--- src/rtl/speck_key_expander.sv ---
// Speck key schedule: runtime m/R, streams round keys on valid/ready
// and keeps them in a RAM with a registered read port.
module speck_key_expander #(
  parameter int W          = 32,
  parameter int M_MAX      = 4,
  parameter int ROUNDS_MAX = 27,
  parameter int ALPHA      = 8,
  parameter int BETA       = 3,
  localparam int MW = $clog2(M_MAX + 1),
  localparam int RW = $clog2(ROUNDS_MAX + 1),
  localparam int IW = $clog2(ROUNDS_MAX)
) (
  input  logic              clk,
  input  logic              rst,
  input  logic              start,
  input  logic [W*M_MAX-1:0] key_flat,
  input  logic [MW-1:0]     m_sel,
  input  logic [RW-1:0]     rounds,
  input  logic              abort,
  output logic [W-1:0]      rk_data,
  output logic [IW-1:0]     rk_idx,
  output logic              rk_valid,
  input  logic              rk_ready,
  output logic              busy,
  output logic              done,
  output logic              err,
  input  logic [IW-1:0]     rd_addr,
  output logic [W-1:0]      rd_data
);

  typedef enum logic {IDLE, GEN} state_t;

  state_t state, state_n;

  logic [W-1:0]  l_q [M_MAX];
  logic [MW-1:0] m_q;
  logic [RW-1:0] r_q;
  logic [W-1:0]  ram [ROUNDS_MAX];

  logic         hs, legal, last;
  logic         load, adv, fin, bad, quit;
  logic [W-1:0] lnew, k_next;

  function automatic logic [W-1:0] ror(input logic [W-1:0] x);
    return (x >> ALPHA) | (x << (W - ALPHA));
  endfunction

  function automatic logic [W-1:0] rol(input logic [W-1:0] x);
    return (x << BETA) | (x >> (W - BETA));
  endfunction

  assign hs    = rk_valid & rk_ready;
  assign legal = (m_sel >= MW'(2)) && (m_sel <= MW'(M_MAX)) &&
                 (rounds >= RW'(1)) && (rounds <= RW'(ROUNDS_MAX));
  assign last  = (RW'(rk_idx) == r_q - RW'(1));
  assign lnew  = (rk_data + ror(l_q[0])) ^ W'(rk_idx);
  assign k_next = rol(rk_data) ^ lnew;

  always_ff @(posedge clk) begin
    if (rst) state <= IDLE;
    else     state <= state_n;
  end

  always_comb begin
    state_n = state;
    load    = 1'b0;
    adv     = 1'b0;
    fin     = 1'b0;
    bad     = 1'b0;
    quit    = 1'b0;
    unique case (state)
      IDLE: begin
        if (start) begin
          if (legal) begin
            load    = 1'b1;
            state_n = GEN;
          end else begin
            bad = 1'b1;
          end
        end
      end
      GEN: begin
        if (abort) begin
          quit    = 1'b1;
          state_n = IDLE;
        end else if (hs) begin
          if (last) begin
            fin     = 1'b1;
            state_n = IDLE;
          end else begin
            adv = 1'b1;
          end
        end
      end
    endcase
  end

  // l_q[M_MAX-1] stays zero; it feeds the top slot when shifting
  always_ff @(posedge clk) begin
    if (rst) begin
      rk_data  <= '0;
      rk_idx   <= '0;
      rk_valid <= 1'b0;
      busy     <= 1'b0;
      done     <= 1'b0;
      err      <= 1'b0;
      m_q      <= '0;
      r_q      <= '0;
      for (int j = 0; j < M_MAX; j++) l_q[j] <= '0;
    end else begin
      done <= fin;
      err  <= bad;
      if (load) begin
        rk_data  <= key_flat[W-1:0];
        rk_idx   <= '0;
        rk_valid <= 1'b1;
        busy     <= 1'b1;
        m_q      <= m_sel;
        r_q      <= rounds;
        for (int j = 0; j < M_MAX - 1; j++)
          l_q[j] <= (j < int'(m_sel) - 1) ?
                    key_flat[(j+1)*W +: W] : '0;
      end else if (adv) begin
        rk_data <= k_next;
        rk_idx  <= rk_idx + IW'(1);
        for (int s = 0; s < M_MAX - 1; s++)
          l_q[s] <= (s == int'(m_q) - 2) ? lnew : l_q[s+1];
      end else if (fin || quit) begin
        rk_valid <= 1'b0;
        busy     <= 1'b0;
      end
    end
  end

  always_ff @(posedge clk) begin
    if (!rst && state == GEN && hs)
      ram[rk_idx] <= rk_data;
  end

  always_ff @(posedge clk) begin
    if (rst)
      rd_data <= '0;
    else if (int'(rd_addr) < ROUNDS_MAX)
      rd_data <= ram[rd_addr];
  end

endmodule
--- config.mk ---
export PLATFORM = sky130hd
export DESIGN_NAME = speck_key_expander
export DESIGN_NICKNAME = d
export VERILOG_FILES = /design/src/rtl/speck_key_expander.sv
export SDC_FILE = /design/constraint.sdc
export NUM_CORES = 1
export LEC_CHECK = 0
export ABC_AREA = 1
export CORE_AREA = 2 2 295 516
export CTS_CLUSTER_SIZE = 24
export DETAILED_ROUTE_END_ITERATION = 8
export DIE_AREA = 0 0 297 518
export PLACE_DENSITY = 0.48
export RECOVER_POWER = 25
export SLEW_MARGIN = 20
export SYNTH_ARGS = -nofsm -noshare
export SYNTH_HDL_FRONTEND = slang
export SYNTH_SLANG_ARGS = --single-unit
--- constraint.sdc ---
create_clock -name clk -period 6.31 [get_ports clk]
set_clock_uncertainty 0.2 [all_clocks]
set_input_delay 1.262 -clock clk [delete_from_list [all_inputs] [get_ports clk]]
set_output_delay 1.262 -clock clk [all_outputs]
set_load 0.02 [all_outputs]
# Word level (Yosys, flattened, before mapping)

Memories as Yosys holds them, arrays and structs flattened. A register that Yosys moved wholly into a read port is not among the register bits.
Cells that the tools add are included.

Output and inout port bits: 73
Bits in writable memories: 992
Memories: 2
Bits of input ports: 146
Register bits: 49

Memories:

| name | depth | width | read ports | clocked after Yosys merged registers in | write ports | RTL line | RTL |
|---|---|---|---|---|---|---|---|
| ram  | 27    | 32    | 1          | 1                                       | 1           | 38       | `logic [W-1:0] ram [ROUNDS_MAX];` |
| l_q  | 4     | 32    | 4          | 0                                       | 4           | 35       | `logic [W-1:0] l_q [M_MAX];` |

Equality and inequality tests: 4
Bitwise logic cells: 13
Add/subtract/negate cells: 5
$lt $le $gt $ge: 8
Muxes and demuxes: 45
Reduce and logical (&&, ||, !) cells: 13

Operator list:

| cell                                                       | count |
|---|---|
| two-way mux 32 bit                                         | 14 |
| adder 32 bit                                               | 1 |
| zero test 32 bit                                           | 1 |
| bitwise OR 24 x 32 -> 32 bit                               | 1 |
| bitwise OR 32 x 3 -> 32 bit                                | 1 |
| bitwise XOR 32 bit                                         | 1 |
| bitwise XOR 32 x 5 -> 32 bit                               | 1 |
| two-way mux 1 bit                                          | 30 |
| bitwise OR 1 bit                                           | 6 |
| adder 5 x 1 -> 5 bit (second input constant)               | 1 |
| == test 5 bit                                              | 1 |
| >= comparator 5 x 1 -> 1 bit (second input constant)       | 1 |
| <= comparator 5 bit (second input constant)                | 1 |
| logical AND 1 bit                                          | 5 |
| less-than comparator 5 bit (second input constant)         | 1 |
| subtractor 5 x 1 -> 5 bit (second input constant)          | 1 |
| == test 2 x 4 -> 1 bit (first input constant)              | 1 |
| == test 3 x 4 -> 1 bit (first input constant)              | 1 |
| less-than comparator 1 x 4 -> 1 bit (first input constant) | 1 |
| less-than comparator 2 x 4 -> 1 bit (first input constant) | 1 |
| less-than comparator 3 x 4 -> 1 bit (first input constant) | 1 |
| nonzero test 2 bit                                         | 2 |
| subtractor 3 x 1 -> 4 bit (second input constant)          | 1 |
| subtractor 3 x 2 -> 4 bit (second input constant)          | 1 |
| other kinds (11)                                           | 12 |

# Depth between registers and ports, before layout

Gate-level depths: netlist (run 1).

Depth after elaboration: 12
Depth in mapped cells: 15
Mapped depth without buffers: 15

# Least setup slack after synthesis (run 1)

OpenSTA, ideal clock, no wires.

Kind: input port to flip-flop
From: input port rst
To: memory ram[0][0], enable pin
Slack: 2.364 ns
Path buffers: 1
Arrival: 3.325 ns
Stages on the path: 6
Required time: 5.689 ns
Cell sequence: buf_2 > nor2_1 > inv_1 > nor2_1 > nand2_1 > nor2_1

Word-level cells in the longest chain between the ends: 5

Ends and longest elaborated chain:

| item                                    | RTL line | RTL |
|---|---|---|
| from (decl)                             | 14       | `input logic rst,` |
| zero test 1 bit                         | 136      | `if (!rst && state == GEN && hs)` |
| logical AND 1 bit (2 in series)         | 136      |  |
| two-way mux 1 bit                       | 136      |  |
| two-way mux 1 bit (not written as such) | 137      | `ram[rk_idx] <= rk_data;` |
| to (decl)                               | 38       |  |

Every way passes these cells.

# Final worst setup path (run 1)

From: register rk_data[30]
To: output port rk_data[30]

RTL lines:

| item                   | RTL line | RTL |
|---|---|---|
| from (decl)            | 20       | `output logic [W-1:0] rk_data,` |
| from (signal assigned) | 114      | `rk_data <= key_flat[W-1:0];` |
| from (signal assigned) | 124      | `rk_data <= k_next;` |

No word-level cell between the ends.

==> results.rst, run 1 <==
.. list-table::
   :header-rows: 1

   * - Metric
     - Value
   * - Result of the run
     - finished, violations left
   * - Violations in the final reports
     - max-capacitance violations, max-slew violations
   * - Fraction of final layout cells with drive strength greater than 1
     - between 7 and 8%
   * - Final setup TNS
     - 0 ps
   * - Max Cap Violations
     - 15
   * - Number of standard cells after synthesis
     - between 3000 and 4000
   * - Launch point of the worst reg-to-reg path
     - rk_data[5]
   * - Buffer depth of the longest clock path
     - 3
   * - Mean number of vias per cell
     - about 5
   * - GR Util met2
     - between 30 and 40%
   * - Endpoint kind of the worst setup timing path
     - output pin
   * - Final setup viols
     - 0
   * - Yosys top cell by area
     - edfxtp_1
   * - Antenna violations before repair
     - 6
   * - Worst Setup Path Type
     - flop to output pin
   * - Mapped Nets
     - between 4000 and 5000
   * - Final Hold Viols
     - 0
   * - Instance count along the most critical hold path
     - 2
   * - Antenna violation net count after detailed routing
     - 0
   * - Max Fanout on Critical Path
     - 31
   * - Tightest Pin Transition
     - 2070 ps
   * - Type of the most critical hold path
     - flop to flop
   * - Placed Cells incl. Taps
     - roughly 6000
   * - Crit path required time
     - approximately 4900 ps
   * - Max rail drop VDD
     - between 0.0002 and 0.00025 V
   * - Sequential cell area fraction in the yosys report
     - 68.3%
   * - Overall overflow remaining after global route
     - 0
   * - Count of hold-fix buffers inserted at cts
     - 0
   * - RSZ-0062 raised after global routing
     - false
   * - DRC violation count after routing
     - 0
   * - Final slew viol count
     - roughly 470
   * - TritonCTS clock tree
     - done
   * - Startpoint class of the critical path
     - flop
   * - P&R area growth vs syn
     - 17.0%
   * - # clock sinks
     - ~1000
   * - Final worst hold slack
     - 286 ps
   * - Worst-case headroom to the max-slew limit
     - -38.2%
   * - Pin count of the biggest net entering global routing
     - ~160
   * - Wirelength per Cell
     - roughly 23 µm
   * - Post-layout nets
     - between 4000 and 5000
   * - Number of buffers created by CTS
     - slightly above 90
   * - Minimum period implied by the final worst setup slack
     - 4890 ps
   * - Number of storage elements in the synthesis netlist
     - ~1000
   * - Main combinational cell family by area after synthesis
     - compound AO/OA/AOI/OAI gates
   * - Post-route clock period utilization
     - around 78%
   * - Clock network latency to the later pin of the worst-skew pair
     - 710 ps
   * - Routability Congestion
     - 0.895
   * - Total die area
     - ~150000 µm²
   * - Dominant synthesized flop cell
     - edfxtp_1
   * - Buffer type at the clock tree root
     - clkbuf_16
   * - Post-CTS clock slew at the launch and capture registers of the worst setup and hold paths
     - 70 ps
   * - Yosys warns
     - 0
   * - Layout Cells excl Fill
     - about 6200
   * - Top Usage Layer GRT
     - met2
   * - Via count of the first global-routing pass
     - between 30000 and 40000
   * - Total iterations of the first detailed-routing run
     - 5
   * - Library cells used by synthesis
     - 54
   * - Worst hold endpoint
     - m_q[2]
   * - Synthesized-area fraction occupied by ao, oa, aoi and oai cells
     - a little over an eighth
   * - Floorplan row count
     - about 190
   * - GRT Overall Usage
     - 18.2%
   * - Fraction of synthesis flops using an asynchronous set or reset pin
     - 0%
   * - Die boundary width
     - a little under 300 µm
   * - Yosys top cell area share
     - approximately 65%
   * - Mapped Area
     - approximately 45000 µm²
   * - Number of synthesized flops with an enable pin
     - 960
   * - Worst EP arrival
     - 3430 ps
   * - 1st-iter DRT viols
     - 2351
   * - Avg Synthesized Cell Area
     - 11.4 µm²
   * - Quantity of I/O buffers inserted on ports
     - 218
   * - Post-synthesis mux area share
     - 0%
   * - Leak
     - roughly 18 nW
   * - Resized Gates After CTS
     - 0
   * - Met1 Usage GRT
     - between 20% and 30%
   * - Simple-gate share of the synthesized area
     - between 10% and 20%
   * - Timing-limited maximum frequency
     - approximately 0.2 GHz
   * - Filler Cells Inserted
     - between 10000 and 15000
   * - Reg2reg setup slack
     - roughly 2000 ps
   * - Routed wire length
     - between 100 and 150 mm
   * - Effective utilization at floorplan
     - 29.8%
   * - Ranking of synthesized cells by area
     - edfxtp_1, nand2_1, o21ai_0
   * - Power density cells
     - 281 nW/µm²
   * - Number of top-level pins
     - roughly 220
   * - Met3 layer usage reported by global route
     - under 10%
   * - HPWL after DPL
     - between 90 and 100 mm
   * - Reg2Reg Depth
     - 15
   * - Core footprint
     - around 150000 µm²
   * - Via count
     - 30711
   * - Vertical die dimension
     - roughly 520 µm
   * - Global-route wire length before repair
     - around 210 mm
   * - Post-synthesis adder-cell area fraction
     - approximately 1.2%
   * - Area share of xor/xnor cells in the synthesized design
     - less than 1%
   * - Deepest level of the CTS H-tree
     - 3
   * - Capture point of the worst reg-to-reg path
     - l_q[0][31]
   * - Buffer count from post-CTS setup fixing
     - 0
   * - Hold wc startpoint
     - m_q[2]
-- worst max-delay path: stages, from the launching register on --
cell             delay (ps)
dfxtp_1                 310
clkbuf_1               1450
clkdlybuf4s50_1         930
-- how the worst max path moves through the flow --
stage | start | end | slack (ps) | depth (start not counted)
CTS | rk_data[18] | rk_data[18] | 2200 | 1
detailed placement | rk_ready | ram[2][22] | 1820 | 6
finish | rk_data[30] | rk_data[30] | 1420 | 2
global placement | rk_ready | ram[2][22] | 1850 | 6
global route | rk_data[30] | rk_data[30] | 1270 | 2
floorplan | rst | ram[0][0] | 2360 | 6
-- metrics by stage --
stage               total power, mW  area (µm²)  utilization (%)  setup slack, ps
global placement               9.11       49300             32.9             1850
CTS                            14.8       52300             34.9             2200
floorplan                      8.52       44600                -             2360
finish                         14.7       52200             34.9             1420
global route                   15.2       52200             34.9             1270
detailed placement             9.12       49300             32.9             1820
-- cell families after synthesis --
family / after synthesis
buf+inv: 466
flops: 1041
simple gates: 1327
compound gates: 1000
xor+xnor: 39
fa+ha+maj: 41
-- flip-flops by register name, indices dropped and copies added, names as in the netlist --
signal and count:
m_q 3, ram 864, r_q 5, err 1, busy 1, l_q 96
rk_idx 5, state 1, rd_data 32, rk_data 32, done 1
-- cell type report --
class / count / area, µm² / area share [%]
flip-flops and latches: 1041 / 30400 / 58.3
multi-input cells: 2407 / 12400 / 23.8
repair buffers: 320 / 2930 / 5.62
clock buffers: 120 / 2500 / 4.79
well taps: 1995 / 2500 / 4.78
inverters: 230 / 878 / 1.68
clock inverters: 51 / 493 / 0.945
diodes: 2 / 5.00 / 0.00959
-- layer usage --
| metal | vias up | wire length (µm) | part of all wire [%] |
|---|---|---|---|
| met4 | 0 | 5030 | 3.5 |
| met1 | 15200 | 56200 | 39 |
| met3 | 209 | 5650 | 3.9 |
| met2 | 825 | 76600 | 53 |
| li1 | 14477 | - | - |
| met5 | - | 0 | 0 |
-- synth_stat cells (5+ instances only) --
library cell and count:
edfxtp_1 960, nand2_1 705, nor2_1 410, o21ai_0 389, inv_1 218, a21oi_1 199
nand3_1 160, clkbuf_1 125, o22ai_1 122, o221ai_1 113, o211ai_1 84, dfxtp_1 81
buf_2 75, ha_1 40, a31oi_1 37, or2_2 25, xnor2_1 19, xor2_1 18
a22oi_1 16, buf_1 16, buf_4 12, inv_2 11, a21o_1 9, o21ai_2 9
o21ai_1 8, buf_6 7, nor3_1 7, a22o_1 5
-- layout by cell type, fill, tap and decap left out, types with 19 or more instances in the layout --
master	count
or2_2	25
nor2_1	383
o221ai_1	113
nand2_1	704
dfxtp_1	81
clkbuf_16	94
ha_1	40
xnor2_1	19
buf_4	79
nor2_4	28
nand3_1	160
o21ai_0	389
clkinv_1	19
a31oi_1	37
clkbuf_1	40
a21oi_1	199
clkdlybuf4s50_1	213
inv_1	216
o211ai_1	84
edfxtp_1	960
o22ai_1	122
-- report_power, final --
part | internal [mW] | total (mW) | leakage [nW] | switching [mW]
logic | 0.405 | 1.25 | 7.13 | 0.850
registers | 7.61 | 7.70 | 9.76 | 0.0831
clock network | 3.14 | 5.72 | 1.46 | 2.58
total | 11.2 | 14.7 | 18.3 | 3.52
(Power assumes the default switching activity.)
==> run 2: changes to the inputs <==
--- a/config.mk
+++ b/config.mk
@@ -10,7 +10,7 @@
 export CTS_CLUSTER_SIZE = 24
 export DETAILED_ROUTE_END_ITERATION = 8
 export DIE_AREA = 0 0 297 518
-export PLACE_DENSITY = 0.48
+export PLACE_DENSITY = 0.5
 export RECOVER_POWER = 25
 export SLEW_MARGIN = 20
 export SYNTH_ARGS = -nofsm -noshare
==> constraint.sdc (replaced) <==
create_clock -name clk -period 4.2 [get_ports clk]
set_clock_uncertainty 0.2 [all_clocks]
set_input_delay 0.84 -clock clk [delete_from_list [all_inputs] [get_ports clk]]
set_output_delay 0.84 -clock clk [all_outputs]
set_load 0.02 [all_outputs]
==> run 2 against run 1 <==
Compared with the run above:
- the run still ends with max-capacitance violations, max-slew violations left
- first-iteration DRC count up 3.4%
- power up 53%
- sequential power up 49%
- highest routed layer is now met5
==> results.rst, run 2 (synthesis gave the netlist of run 1 again) <==
.. list-table::
   :header-rows: 1

   * - Metric
     - Value
   * - Post-layout nets
     - 4312
   * - Crit path required time
     - roughly 3200 ps
   * - Fraction of final layout cells with drive strength greater than 1
     - ~9%
   * - Core footprint
     - 150000 µm²
   * - Violations in the final reports
     - max-capacitance violations, max-slew violations
   * - Antenna violation net count after detailed routing
     - 0
   * - Number of top-level pins
     - between 200 and 250
   * - Buffer count from post-CTS setup fixing
     - 0
   * - Most frequent cells in the layout
     - edfxtp_1, nand2_1, o21ai_0, nor2_1, inv_1
   * - Max Cap Violations
     - 2
   * - Deepest level of the CTS H-tree
     - 3
   * - Max Fanout on Critical Path
     - 5
   * - P&R area growth vs syn
     - 18.9%
   * - Final slew viol count
     - between 50 and 60
   * - Layout Cells excl Fill
     - ~6200
   * - Routability Congestion
     - between 0.8 and 0.9
   * - Startpoint class of the critical path
     - flop
   * - Global-route wire length before repair
     - around 220 mm
   * - Pin count of the biggest net entering global routing
     - 78
   * - Routed wire length
     - around 150 mm
   * - Instance count along the most critical hold path
     - 2
   * - Final setup viols
     - 0
   * - Leak
     - between 15 and 20 nW
   * - Overall overflow remaining after global route
     - 0
   * - Max rail drop VDD
     - around 0.00029 V
   * - Final Hold Viols
     - 0
   * - Buffer type at the clock tree root
     - clkbuf_16
   * - Worst Setup Path Type
     - flop to output pin
   * - Timing-limited maximum frequency
     - approximately 0.28 GHz
   * - Reg2Reg Depth
     - 12
   * - Mean number of vias per cell
     - 5.07
   * - Via count of the first global-routing pass
     - 31348
   * - Launch point of the worst reg-to-reg path
     - rk_data[26]
   * - Type of the most critical hold path
     - flop to flop
   * - Largest register FFs
     - between 800 and 900
   * - Minimum period implied by the final worst setup slack
     - 3570 ps
   * - Total iterations of the first detailed-routing run
     - 5
   * - Via count
     - 31471
   * - Wirelength per Cell
     - around 24 µm
   * - Buffer depth of the longest clock path
     - 3
   * - TritonCTS clock tree
     - done
   * - Tot Pwr
     - between 20 and 25 mW
   * - Vertical die dimension
     - between 500 and 600 µm
   * - Quantity of I/O buffers inserted on ports
     - roughly 220
   * - Regs by FF count
     - ram x864, l_q x96
   * - Final setup TNS
     - 0 ps
   * - Worst hold endpoint
     - m_q[2]
   * - DRC violation count after routing
     - 0
   * - Post-CTS clock slew at the launch and capture registers of the worst setup and hold paths
     - ~60 ps
   * - Number of buffers created by CTS
     - 93
   * - Power density cells
     - around 420 nW/µm²
   * - # clock sinks
     - between 1000 and 1500
   * - Floorplan row count
     - 188
   * - Worst-case headroom to the max-slew limit
     - -31.5%
   * - Reg2reg setup slack
     - between 900 and 1000 ps
   * - Placed Cells incl. Taps
     - 6025
   * - Post-route clock period utilization
     - 84.9%
   * - GRT Overall Usage
     - a little under a fifth
   * - Capture point of the worst reg-to-reg path
     - l_q[0][31]
   * - Die boundary width
     - 297 µm
   * - Reg with most FFs
     - ram
   * - Result of the run
     - finished, violations left
   * - Effective utilization at floorplan
     - 29.8%
   * - Total die area
     - approximately 150000 µm²
   * - 1st-iter DRT viols
     - 2431
   * - HPWL after DPL
     - 96.3 mm
   * - Antenna violations before repair
     - 7
   * - RSZ-0062 raised after global routing
     - false
   * - Count of hold-fix buffers inserted at cts
     - 0
   * - Tightest Pin Transition
     - 1970 ps
   * - Endpoint kind of the worst setup timing path
     - output pin
   * - Clock network latency to the later pin of the worst-skew pair
     - 710 ps
   * - Resized Gates After CTS
     - 0
   * - Worst EP arrival
     - around 2500 ps
   * - Leading cell type in the layout, fill and taps excluded
     - edfxtp_1
   * - Hold wc startpoint
     - m_q[2]
==> run 2: worst max path at each step <==
stage	endpoint	start
after floorplan	ram[0][0]	rst
after global placement	l_q[1][0]	m_sel[0]
after detailed placement	l_q[2][12]	rst
after CTS	rk_data[25]	rk_data[25]
after global routing	rk_data[24]	rk_data[24]
final	rk_data[24]	rk_data[24]
==> run 2: cell type report <==
type | instances | area, µm²
sequential | 1041 | 30400
fill | 14824 | 96500
tap | 1995 | 2500
clock buffer | 118 | 2510
inverter | 230 | 878
multi-input combinational | 2407 | 12400
clock inverter | 57 | 629
antenna | 3 | 7.51
timing repair buffer | 352 | 3660
==> run 2: critical path: stages (launching register included) <==
cell             delay, ps
dfxtp_1                560
clkbuf_1               530
clkdlybuf4s50_1        720
==> run 2: per-layer routing <==
metal | vias to the layer above | track usage (%) | share of wire (%)
met5 | - | 0 | 0.0087
met1 | 15782 | 21.9 | 39
met3 | 218 | 2.19 | 4.4
li1 | 14527 | - | -
met4 | 2 | 7.16 | 3.6
met2 | 942 | 35.2 | 53
==> run 2: metrics by stage <==
stage	cell area, µm²	setup slack, ps	util, %	hold slack [ps]
finish	53100	634	35.5	280
global route	53100	582	35.5	303
CTS	53100	776	35.5	239
detailed placement	49900	638	33.4	279
global placement	49900	634	33.4	277
floorplan	44600	676	-	254
==> run 2: power breakdown <==
group	total [mW]	internal [mW]	switching, mW	leakage [nW]
clock	8.89	4.85	4.04	1.51
combinational	1.98	0.649	1.33	7.46
sequential	11.5	11.4	0.103	9.71
total	22.4	16.9	5.47	18.7
